## src/rtl/core_axi_bridge.sv

```systemverilog
// Bridges the core's instruction/data SRAM-style ports onto one AXI3 master port.
// Each request is served as single-beat transactions, data first, with a bus stall until done.
module core_axi_bridge (
  input  logic        clk,
  input  logic        rst,
  // fetch port
  input  logic        inst_sram_en,
  input  logic [3:0]  inst_sram_wen,
  input  logic [31:0] inst_sram_addr,
  input  logic [31:0] inst_sram_wdata,
  output logic [31:0] inst_sram_rdata,
  // load/store port
  input  logic        data_sram_en,
  input  logic [3:0]  data_sram_wen,
  input  logic [31:0] data_sram_addr,
  input  logic [31:0] data_sram_wdata,
  output logic [31:0] data_sram_rdata,
  output logic        stallreq_for_bus,
  // AXI read address
  output logic [3:0]  arid,
  output logic [31:0] araddr,
  output logic [3:0]  arlen,
  output logic [2:0]  arsize,
  output logic [1:0]  arburst,
  output logic [1:0]  arlock,
  output logic [3:0]  arcache,
  output logic [2:0]  arprot,
  output logic        arvalid,
  input  logic        arready,
  // AXI read data
  input  logic [3:0]  rid,
  input  logic [31:0] rdata,
  input  logic [1:0]  rresp,
  input  logic        rlast,
  input  logic        rvalid,
  output logic        rready,
  // AXI write address
  output logic [3:0]  awid,
  output logic [31:0] awaddr,
  output logic [3:0]  awlen,
  output logic [2:0]  awsize,
  output logic [1:0]  awburst,
  output logic [1:0]  awlock,
  output logic [3:0]  awcache,
  output logic [2:0]  awprot,
  output logic        awvalid,
  input  logic        awready,
  // AXI write data
  output logic [31:0] wdata,
  output logic [3:0]  wstrb,
  output logic        wlast,
  output logic        wvalid,
  input  logic        wready,
  // AXI write response
  input  logic [3:0]  bid,
  input  logic [1:0]  bresp,
  input  logic        bvalid,
  output logic        bready
);

  typedef enum logic [2:0] {IDLE, D_AR, D_R, D_AW, D_B, I_AR, I_R, DONE} state_t;

  state_t      state, state_nxt;
  logic [31:0] d_addr_q, d_wdata_q, i_addr_q;
  logic [3:0]  d_wen_q;
  logic        i_en_q;
  logic        aw_done, w_done;
  logic        aw_hs, w_hs;

  // Only one transaction is ever outstanding, so ids and responses carry no information.
  logic unused_inputs;
  assign unused_inputs = ^{rid, rresp, rlast, bid, bresp, inst_sram_wen, inst_sram_wdata};

  assign arlen   = 4'd0;
  assign arsize  = 3'd2;
  assign arburst = 2'b01;
  assign arlock  = 2'b00;
  assign arcache = 4'b0000;
  assign arprot  = 3'b000;
  assign awid    = 4'd1;
  assign awaddr  = d_addr_q;
  assign awlen   = 4'd0;
  assign awsize  = 3'd2;
  assign awburst = 2'b01;
  assign awlock  = 2'b00;
  assign awcache = 4'b0000;
  assign awprot  = 3'b000;
  assign wdata   = d_wdata_q;
  assign wstrb   = d_wen_q;
  assign wlast   = 1'b1;

  assign stallreq_for_bus = (inst_sram_en | data_sram_en) & (state != DONE) & ~rst;

  assign aw_hs = awvalid & awready;
  assign w_hs  = wvalid & wready;

  // NOTE: every signal gets a default before the case so no path leaves one unassigned,
  // which is what keeps this block from inferring latches.
  always_comb begin
    state_nxt = state;
    arvalid   = 1'b0;
    arid      = 4'd1;
    araddr    = d_addr_q;
    rready    = 1'b0;
    awvalid   = 1'b0;
    wvalid    = 1'b0;
    bready    = 1'b0;
    case (state)
      IDLE: begin
        if (data_sram_en)      state_nxt = (data_sram_wen == 4'd0) ? D_AR : D_AW;
        else if (inst_sram_en) state_nxt = I_AR;
      end
      D_AR: begin
        arvalid = 1'b1;
        if (arready) state_nxt = D_R;
      end
      D_R: begin
        rready = 1'b1;
        if (rvalid) state_nxt = i_en_q ? I_AR : DONE;
      end
      D_AW: begin
        awvalid = ~aw_done;
        wvalid  = ~w_done;
        if ((aw_done | aw_hs) & (w_done | w_hs)) state_nxt = D_B;
      end
      D_B: begin
        bready = 1'b1;
        if (bvalid) state_nxt = i_en_q ? I_AR : DONE;
      end
      I_AR: begin
        arvalid = 1'b1;
        arid    = 4'd0;
        araddr  = i_addr_q;
        if (arready) state_nxt = I_R;
      end
      I_R: begin
        rready = 1'b1;
        if (rvalid) state_nxt = DONE;
      end
      DONE:    state_nxt = IDLE;
      default: state_nxt = IDLE;
    endcase
  end

  // NOTE: sequential state uses non-blocking assignments so every flop samples
  // pre-edge values regardless of statement order.
  always_ff @(posedge clk) begin
    if (rst) begin
      state           <= IDLE;
      aw_done         <= 1'b0;
      w_done          <= 1'b0;
      inst_sram_rdata <= 32'd0;
      data_sram_rdata <= 32'd0;
    end else begin
      state   <= state_nxt;
      aw_done <= (state == D_AW) & (aw_done | aw_hs);
      w_done  <= (state == D_AW) & (w_done | w_hs);
      if (state == D_R && rvalid) data_sram_rdata <= rdata;
      if (state == I_R && rvalid) inst_sram_rdata <= rdata;
    end
  end

  // NOTE: request capture registers are only read after an IDLE cycle has loaded them,
  // so they carry no reset.
  always_ff @(posedge clk) begin
    if (state == IDLE) begin
      d_addr_q  <= data_sram_addr;
      d_wdata_q <= data_sram_wdata;
      d_wen_q   <= data_sram_wen;
      i_en_q    <= inst_sram_en;
      i_addr_q  <= inst_sram_addr;
    end
  end

endmodule
```

## config.mk

```make
export PLATFORM = sky130hd
export DESIGN_NAME = core_axi_bridge
export DESIGN_NICKNAME = d
export VERILOG_FILES = /design/src/rtl/core_axi_bridge.sv
export SDC_FILE = /design/constraint.sdc
export NUM_CORES = 1
export LEC_CHECK = 0
export ABC_AREA = 1
export CORE_AREA = 10 10 148 150
export DETAILED_ROUTE_END_ITERATION = 12
export DIE_AREA = 0 0 158 160
export PLACE_DENSITY_LB_ADDON = 0.25
export SKIP_LAST_GASP = 1
export SLEW_MARGIN = 25
export SYNTH_ARGS = -nofsm -noshare
export SYNTH_HDL_FRONTEND = slang
export SYNTH_SLANG_ARGS = --single-unit
```

## constraint.sdc

```tcl
create_clock -name clk -period 7 [get_ports clk]
set_clock_uncertainty 0.15 [all_clocks]
set_input_delay 1.4 -clock clk [delete_from_list [all_inputs] [get_ports clk]]
set_output_delay 1.4 -clock clk [all_outputs]
set_load 0.01 [all_outputs]
```

==> flow_summary.toml <==
[pwr]
p_per_area_nw_per_um2 = 383
seq_power_share_pct = 40.4
p_clk_share_pct = 23.1
switching_share_pct = 30.9
netSwitchingPower_uw = 1210
power_frac_comb_pct = 36.5
p_int_uw = 2710
ir_drop_mv = 0.182
leakage_uw = 0.00388

[place]
gp_congestion = 0.780
portBuffers = 311
dpl.hpwl_mm = 15.8
dp_cells = 1063

[yosys]
yosysSeqAreaShare_pct = 66.5
ys_top_cells_by_count = "edfxtp_1, nor2_1, dfxtp_1"
syn_area_um2 = 6640
yosys-top-cells-area = "edfxtp_1, dfxtp_1, mux2_4"
synthesis.instances = 539
avgSynthCellArea_um2 = 12.3
yosysUniqueCellTypes = 26
ys_ff_latch = 170
ys_warn_count = 0
synth_top_area_cell = "edfxtp_1"
ys.flop_type = "edfxtp_1"
synth-edff-count = 101
postSynth.asyncResetShare_pct = 0
yosysMostFrequentCell = "edfxtp_1"
yosysTopAreaCellShare_pct = 45.7

[floorplanning]
fp.dieH_um = 160
core-area_um2 = 19100
io_pins = 405
die-area_um2 = 25300
start_util_pct = 34.8
die_w_um = 158
num_rows = 51

[critical_path]
reg2reg_slack_ns = 4.37
cp.arrival_ns = 2.73
critPathKind = "in -> out"
worst_setup_path_startpoint = "data_sram_en"
worst_ep_required_time_ns = 5.45
worst-path-max-fanout = 3
worstReg2RegStart = "state[1]$_SDFFE_PP0P_"
end_kind = "output port"
cp-start-kind = "input pin"

[sta]
worst-slew-pin-transition_ns = 0.749
holdWs_ns = 0.293
hold_violations = 0
fmax_mhz = 234
rsz0062_at_grt = "no"
post-route-min-period_ns = 4.28
timing.setup.tns_ns = 0
relSlewSlack_pct = 50.1
setup_viol = 0
period_share_pct = 61.1
slew_violations = 0

[layout]
layout.filler_cells = 1698
final_nets = 1034
final_layout_size_suffix_gt1_share_pct = 8.52
final_cells = 1096
area_growth_pct = 54.7

[hold_path]
holdCritPathClass = "reg -> reg"
hold_path_startpoint = "inst_sram_rdata[26]$_SDFFE_PP0P_"

[global_route]
use_met3_pct = 8.27
grt_use_met1_pct = 16.8
grt_usage_pct = 15.4
grt_max_degree = 67
antenna_found_initial = 1
grt_pass1_vias = 4755
grt_use_met2_pct = 25.6
top_usage_layer = "met2"
grt.overflow.total = 0
grt_pass1_wl_mm = 29.4

[drt]
postRouteAntennaNets = 0
routedWlPerCell_um = 18.7
vias = 4750
first_iter_violations = 200
routed_wl_mm = 20.5
via_per_inst = 4.33
first_pass_iters = 4
post-route-drc-count = 0

[cts]
clockBufferDepth = 2
cts_tree = "done"
cts_root_buffer = "clkbuf_16"
cts_resized = 0
cts_buffers = 17
cts.clk_slew.worst_paths_ns = 0.07
hold_buffers = 0
htree_levels = 4
post-cts-setup-buffers = 0
clk_latency_ns = 0.42
cts_sinks = 170

[run]
maxCapViolations = 0

[status]
status = "finished, final reports clean"
-- sequential cells by signal, summed over array words and instances, names as in the netlist, 3 cells and up --
| name | cells |
|---|---|
| wstrb | 4 |
| state | 3 |
| inst_sram_rdata | 32 |
| wdata | 32 |
| data_sram_rdata | 32 |
| i_addr_q | 32 |
| awaddr | 32 |
-- layout by cell type, fill, tap and decap left out, types with 3 or more instances in the layout --
master           count
a21oi_1             35
nor2_1              81
inv_6                5
o21ai_1             10
clkbuf_16           18
mux2_4              29
nand3_1              5
nand2_1             20
edfxtp_1           101
mux2_2               3
inv_4                4
dfxtp_1             69
o21ai_0             56
conb_1              44
inv_1               46
clkdlybuf4s50_1    311
-- cell families after synthesis --
| kind of cell | synth area share [%] |
|---|---|
| compound gates | 7.62 |
| buf+inv | 10.8 |
| flops | 66.5 |
| mux | 7.07 |
| other cells | 0.113 |
| simple gates | 7.84 |
-- layer usage --
metal | wire length [um] | vias to the layer above | part of all wire, %
met4 | 119 | 0 | 0.58
li1 | - | 2340 | -
met1 | 8120 | 2176 | 40
met2 | 9830 | 226 | 48
met5 | 0 | - | 0
met3 | 2440 | 8 | 12
-- metrics by stage --
| step | worst slack, ns | total power, uW | instance area, um2 | util (%) |
|---|---|---|---|---|
| 6_report | 2.72 | 3930 | 10300 | 53.8 |
| 5_1_grt | 2.66 | 4140 | 10300 | 53.8 |
| 4_1_cts | 2.73 | 4000 | 10300 | 53.8 |
| 3_5_place_dp | 2.74 | 3080 | 9690 | 50.8 |
| 3_3_place_gp | 2.73 | 3060 | 9690 | 50.8 |
| 2_1_floorplan | 3.69 | 2310 | 6790 | - |
-- final timing paths --
| kind | endpoint | depth (start not counted) |
|---|---|---|
| worst max-delay path | stallreq_for_bus | 4 |
| worst max register to register | wdata[16]$_DFFE_PP_ | 4 |
| worst min-delay path | inst_sram_rdata[26]$_SDFFE_PP0P_ | 2 |
| worst min register to register | inst_sram_rdata[26]$_SDFFE_PP0P_ | 2 |
-- area by class of cell --
cell class | count | area [um2] | area share, %
Clock inverter | 13 | 115 | 1.12
Sequential cell | 170 | 4410 | 43.0
Multi-Input combinational cell | 293 | 1660 | 16.2
Inverter | 49 | 194 | 1.89
Clock buffer | 19 | 454 | 4.42
Timing Repair Buffer | 313 | 3130 | 30.5
Tap cell | 238 | 298 | 2.90
Antenna cell | 1 | 2.50 | 0.0244
-- power by group through the flow --
stage,Combinational (uW),Sequential [uW],Clock [uW]
2_1_floorplan,605,1700,0
4_1_cts,1460,1600,944
3_3_place_gp,1450,1600,0
6_report,1430,1590,909
3_5_place_dp,1460,1620,0
5_1_grt,1540,1620,974
-- worst max-delay path, stage by stage --
cell             delay [ns]
clkdlybuf4s50_1        0.50
nor2_1                 0.08
nor3_1                 0.17
clkdlybuf4s50_1        0.58
No activity file was read; power rests on OpenSTA's default activity.
